File: config.mk
export PLATFORM = sky130hd
export DESIGN_NAME = shift_add_mul8
export DESIGN_NICKNAME = d
export VERILOG_FILES = /design/src/rtl/shift_add_mul8_pkg.sv /design/src/rtl/shift_add_mul8_add_w.sv /design/src/rtl/shift_add_mul8.sv
export SDC_FILE = /design/constraint.sdc
export NUM_CORES = 1
export LEC_CHECK = 0
export CAP_MARGIN = 40
export CORE_MARGIN = 1.5
export CORE_UTILIZATION = 51
export CTS_BUF_LIST = sky130_fd_sc_hd__clkbuf_4 sky130_fd_sc_hd__clkbuf_8
export DETAILED_ROUTE_END_ITERATION = 12
export MAX_ROUTING_LAYER = met4
export PLACE_DENSITY = 0.89
export SLEW_MARGIN = 20
export SYNTH_ARGS = -nofsm -noshare
export SYNTH_HDL_FRONTEND = slang
export SYNTH_SLANG_ARGS = --single-unit
File: constraint.sdc
create_clock -name clk -period 2.6 [get_ports clk]
set_input_delay 0.52 -clock clk [delete_from_list [all_inputs] [get_ports clk]]
set_output_delay 0.52 -clock clk [all_outputs]
set_load 0.005 [all_outputs]
File: src/rtl/shift_add_mul8_pkg.sv
// Shared types and constants for the shift-and-add multiplier.
package shift_add_mul8_pkg;

  typedef enum logic [1:0] {
    IDLE = 2'd0,
    RUN  = 2'd1,
    DONE = 2'd2
  } state_t;

  localparam int MUL_WIDTH_DEF = 8;

endpackage

File: src/rtl/shift_add_mul8_add_w.sv
// Parameterised WIDTH-bit adder with carry-in and carry-out.
module add_w #(
  parameter int WIDTH = 8
) (
  input  logic [WIDTH-1:0] x,
  input  logic [WIDTH-1:0] y,
  input  logic             cin,
  output logic [WIDTH-1:0] sum,
  output logic             cout
);

  // Full add; the carry-out is the extra top bit of the widened sum.
  always_comb begin
    {cout, sum} = {1'b0, x} + {1'b0, y} + {{WIDTH{1'b0}}, cin};
  end

endmodule

File: src/rtl/shift_add_mul8.sv
// Sequential shift-and-add unsigned multiplier, one W-bit add per clock,
// 2*WIDTH-bit product after WIDTH iterations, valid/ready on both sides.
// Optional feature macro: SHIFT_ADD_MUL8_ZERO_BYPASS_EN -- a zero operand
// skips the iterations and goes straight to DONE with a zero product.
import shift_add_mul8_pkg::*;

module shift_add_mul8 #(
  parameter int WIDTH = MUL_WIDTH_DEF
) (
  input  logic                 clk,
  input  logic                 rst,
  input  logic                 in_valid,
  output logic                 in_ready,
  input  logic [WIDTH-1:0]     a,
  input  logic [WIDTH-1:0]     b,
  output logic                 out_valid,
  input  logic                 out_ready,
  output logic [2*WIDTH-1:0]   p,
  output logic                 busy
);

  localparam int CW = $clog2(WIDTH) + 1;

  state_t               state;
  logic [WIDTH-1:0]     mcand;
  logic [2*WIDTH-1:0]   acc;
  logic [CW-1:0]        cnt;
  logic [WIDTH-1:0]     sum;
  logic                 carry;

  // The upper half of acc is the running partial product; the lower half
  // still holds the unconsumed multiplier bits, LSB first.
  add_w #(.WIDTH(WIDTH)) u_add (
    .x    (acc[2*WIDTH-1:WIDTH]),
    .y    (mcand),
    .cin  (1'b0),
    .sum  (sum),
    .cout (carry)
  );

  // Control FSM and datapath: accept, iterate WIDTH times, hold until consumed.
  always_ff @(posedge clk or posedge rst) begin
    if (rst) begin
      state <= IDLE;
      mcand <= '0;
      acc   <= '0;
      cnt   <= '0;
    end else begin
      case (state)
        IDLE: begin
          if (in_valid) begin
            mcand <= a;
            cnt   <= '0;
`ifdef SHIFT_ADD_MUL8_ZERO_BYPASS_EN
            if ((a == '0) || (b == '0)) begin
              acc   <= '0;
              state <= DONE;
            end else begin
              acc   <= {{WIDTH{1'b0}}, b};
              state <= RUN;
            end
`else
            acc   <= {{WIDTH{1'b0}}, b};
            state <= RUN;
`endif
          end
        end
        RUN: begin
          // Carry-out of the add becomes the new MSB, so nothing is lost.
          if (acc[0]) begin
            acc <= {carry, sum, acc[WIDTH-1:1]};
          end else begin
            acc <= {1'b0, acc[2*WIDTH-1:1]};
          end
          cnt <= cnt + CW'(1);
          if (cnt == CW'(WIDTH - 1)) begin
            state <= DONE;
          end
        end
        DONE: begin
          if (out_ready) begin
            state <= IDLE;
          end
        end
        default: state <= IDLE;
      endcase
    end
  end

  // Handshake and status flags decode straight from state; p is the register.
  always_comb begin
    in_ready  = (state == IDLE);
    out_valid = (state == DONE);
    busy      = (state == RUN);
    p         = acc;
  end

endmodule
# After elaboration in Yosys (flattened, before gate mapping)
# Cells that the tools add are included.
# word_totals
ff_bits	30
latchBits	0
ram_bits	0
mem_bits_ro	0
input_bits	20
wordCells	26
mem_count	0
# op_classes
add_sub_neg	2
mul	0
div	0
order_cmp	0
n_eq_ne	6
shifts	0
muxes	9
bitwise_logic	0
reduce_logical	5
# op_table
op	n
16-bit two-way mux	2
16-bit case mux with 2 select lines	1
8-bit by 8-bit adder with 9-bit output	1
4-bit case mux with 2 select lines	1
2-bit two-way mux	3
2-bit case mux with 3 select lines	1
4-bit by 1-bit adder with 4-bit output (second input constant)	1
4-bit by 3-bit == test with 1-bit output (second input constant)	1
4-bit two-way mux	1
2-bit by 1-bit inequality test with 1-bit output (second input constant)	2
2-bit AND reduction	2
3-bit AND reduction	1
2-bit by 1-bit == test with 1-bit output (second input constant)	1
2-bit == test (second input constant)	1
2-bit zero test	1
2-bit inequality test (second input constant)	1
2-bit nonzero test	1

# Longest topological paths before layout
# depth
depth_word	3
mapped_depth	8
depth_no_buf	8

# By module
# Synthesis repeated with hierarchy kept, for this count alone.
# hier_totals
cells_unflattened	171
area_unflattened_um2	1764.2
# modules_own_cells
mod	n_inst	cells_each	area_each_um2	seq_area_each_um2
shift_add_mul8	1	131	1432.6	750.7
add_w	1	40	331.6	0.0

# Least setup slack after synthesis
# No wires, ideal clock.
# synth_path
path_type	register to register
from	reg acc[8] (netlist: p[8])
to	reg acc[13] (netlist: p[13])
setup_time_ns	0.066
arrival_ns	1.782
setup_slack_ns	0.752
path_stages_with_launch	9
n_path_buf	0
period_less_slack_ns	1.848
cell_sequence	dfrtp_1 > ha_1 > inv_1 > fa_1 > nor2b_4 > o31ai_2 > a21oi_1 > mux2_2 > nand2_1
# synth_via
elab_chain_len	3
# synth_lines
element	line	text
start: declaration	shift_add_mul8.sv:26	logic [2*WIDTH-1:0] acc;
start signal: assignment	shift_add_mul8.sv:63	acc <= {{WIDTH{1'b0}}, b};
start signal: assignment	shift_add_mul8.sv:71	acc <= {carry, sum, acc[WIDTH-1:1]};
start signal: assignment	shift_add_mul8.sv:73	acc <= {1'b0, acc[2*WIDTH-1:1]};
8-bit by 8-bit adder with 9-bit output	shift_add_mul8_add_w.sv:14	{cout, sum} = {1'b0, x} + {1'b0, y} + {{WIDTH{1'b0}}, cin};
16-bit two-way mux	shift_add_mul8.sv:70	if (acc[0]) begin
16-bit case mux with 2 select lines	shift_add_mul8.sv:49	case (state)
# Every way passes these cells.
# A chain may end at the register's enable or synchronous reset.

# Worst setup path in the final report
# layout_path
from	reg state[1]
to	out busy
# layout_via
elab_chain_len	1
# layout_lines
element	line	text
start: declaration	shift_add_mul8.sv:24	state_t state;
start signal: assignment	shift_add_mul8.sv:44	state <= IDLE;
start signal: assignment	shift_add_mul8.sv:64	state <= RUN;
start signal: assignment	shift_add_mul8.sv:77	state <= DONE;
2-bit by 1-bit == test with 1-bit output	shift_add_mul8.sv:94	busy = (state == RUN);
end: declaration	shift_add_mul8.sv:19	output logic busy
# Every way passes these cells.

==> reports/qor.txt <==
CP max stage cell: clkdlybuf4s50_1
Startpoint Class: flip-flop
Cts hold-fix bufs: 0
#FFs+latches synth: 30
Iter 0 DRT Violations: 62
Asr flop ratio synth: 100%
Tcrit/Tclk final: 85.4%
Share of cells above drive strength 1: 9.90%
Global route overflow: 0
Primary FF master, synth: dfrtp_1
Critical Path AT: 1700 ps
CP cell instances: nand2b_2 -> inv_2 -> clkdlybuf4s50_1
Final Hold Viols: 0
Clock skew: 13.2 ps
Maximum clock frequency: 450 MHz
Worst-margin pin slew: 396 ps
Largest net degree at the start of global routing: 31
RSZ-0062 raised after global routing: no
Final Instance Count excl. Fillers: 246
Antenna diodes: 0
Reg2Reg Depth: 8
Status: complete, no violations
WHS: 496 ps
First-pass DRT Iterations: 4
Path type of the worst setup path: reg -> out
CTS tree: done
Sequential share of the synthesized area: 45.4%
Pwr dens: 1270 nW/µm²
Cells after Synth: 161
IO Port Bufs: 38
Clock tree buffer depth: 2
Max_slew headroom: 73.6%
Met3 usage: 7.36%
Worst-skew pair later-pin latency: 340 ps
Worst Setup SP: state[1]
Worst R2R Start: p[8]
Maximum vdd drop: 0.000724 V
Setup TNS: 0 ps
Routed len/inst: 15.4 µm
GR peak layer: met2
Crit-path max FO: 14
First-pass GRT wire length: 6230 µm
EDFF count, synth: 0
Mapped cell area: 1650 µm²
Vias post-DR: 1364
Critical R2R Capture: p[13]
Ys Warns: 0
WL final: 3780 µm
Syn_area_per_cell: 10.3 µm²
Clk slew on worst S/H paths: 100 ps
Hold path depth: 1
Post-CTS Setup Repair Bufs: 0
Initial antenna violation count: 0
GRT Total Usage: 24.7%
Setup crit end kind: output pin
Grt met2 use: 37.9%
Worst Hold End: cnt[3]
Finish-stage setup viols: 0
Die height: 60.0 µm
R2r setup slk: 610 ps
Seq. cell area: 751 µm²
Vias per std cell: 5.54
Area delta synth->final: 30.9%
Min cycle time layout: 2220 ps
LEAKAGE: 0.928 nW
Dpl hpwl: 2680 µm
Area of the multi-input gates: 820 µm²
GPL Wtd Cong: 0.818
Post-synth top area share: 45.4%
Vias in the first global route: 1366
# rows: 20
Hold path start: cnt[3]
DIE AREA: 3590 µm²
Post-Syn Nets: 191
Worst path required time: 2080 ps
Drt drc: 0
CTS Root Cell: clkbuf_4
Final slew viol count: 0
Netlist cell types: 40
Largest cells by area after synthesis: dfrtp_1, ha_1, mux2_1, nand2_1, mux2i_1
Nets@finish: 231
Crit-path max cell delay: 500 ps
# fillers: 238
Total placed cells including tap cells: 238
Post_cts resized: 0
Post-route ant nets: 0
Htree depth: 2
Die X: 60.0 µm
Num CTS Buffers: 5
Core area: 3080 µm²
CTS Sinks: 30
Yosys top cell by area: dfrtp_1
Max Cap Viol: 0
Worst Hold Class: reg -> reg
Top-level I/O count: 39
Global routing met1 resource utilization: 30.0%
Initial core utilization: 53.7%
## worst max-delay path by stage
stage          endpoint  slack, ps
2_1_floorplan     p[13]        750
3_3_place_gp      p[13]        720
3_5_place_dp      p[13]        650
4_1_cts            busy        370
5_1_grt            busy        300
6_report           busy        380
## metrics by stage
stage                     cell area (µm²)  power (W)  setup WS (ps)  utilization (%)
after CTS                            2170    0.00275            366             70.4
final                                2170    0.00274            380             70.4
after detailed placement             2050    0.00224            650             66.7
after floorplan                      1650    0.00178            752                -
after global placement               2050    0.00216            721             66.7
after global routing                 2170    0.00295            303             70.4
## layout make-up
type	instances	share of cell area, %
clock inverter	2	2.77
multi-input combinational	116	37.8
inverter	7	1.21
sequential	30	34.7
tap	44	2.54
timing repair buffer	41	18.6
clock buffer	6	2.37
## where the power goes
part	leakage, nW	internal [W]	switching [W]
Clock	0.0585	0.000326	0.000173
Combinational	0.494	0.000677	0.000696
Sequential	0.375	0.000678	0.000190
Total	0.928	0.00168	0.00106
## routing by layer
| metal | vias up | wire (µm) | share of wire (%) |
|---|---|---|---|
| li1 | 656 | - | - |
| met1 | 661 | 1590 | 42 |
| met2 | 38 | 1950 | 52 |
| met3 | 9 | 160 | 4.2 |
| met4 | 0 | 85 | 2.2 |
| met5 | - | 0 | 0 |
## synth_stat cells, types with 2 or more instances
master   count
nor2b_1      2
a21oi_1      8
inv_1        6
a22o_1       2
o21ai_1     10
o31ai_1      3
nand3_1      2
dfrtp_1     30
nor2_1       8
mux2_1       8
a32oi_1      5
a31oi_1      3
mux2i_1      7
buf_2        4
ha_1         9
o21ai_0      9
or3_1        2
nand2_1     20
a21o_1       2
## worst max-delay path, delay by kind of cell, from the launching register on
| kind | cells | cell delay [ps] |
|---|---|---|
| flops | 1 | 430 |
| simple gates | 1 | 340 |
| buf+inv | 2 | 600 |
## cell usage in the layout, fill, tap and decap left out, types with 2 or more instances in the layout
cell type	n
a22o_1	2
o21ai_1	10
o31ai_1	3
ha_1	9
nor2b_1	2
bufinv_16	2
mux2i_1	7
mux2_1	8
clkdlybuf4s50_1	38
inv_1	6
o21ai_0	9
or3_1	2
nand3_1	2
a32oi_1	5
a21o_1	2
a21oi_1	8
buf_4	3
dfrtp_1	30
nand2_1	20
a31oi_1	3
nor2_1	8
clkbuf_4	5
## flip-flops by register name, indices dropped and copies added, names as in the netlist
register and count:
state 2, mcand 8, cnt 4, p 16
## logic make-up (layout without fill, tap and decap cells)
| family | Yosys count | in the layout | share of synthesized area [%] |
|---|---|---|---|
| adders and majority gates | 10 | 10 | 8.02 |
| and+or+nand+nor | 40 | 40 | 11.4 |
| xor gates and xnor gates | 2 | 2 | 1.06 |
| buffers and inverters | 15 | 56 | 5.07 |
| DFF | 30 | 30 | 45.4 |
| muxes | 16 | 16 | 10.4 |
| AOI/OAI and AO/OA | 48 | 48 | 18.7 |
Note: power is estimated with default switching activity, not from simulation.
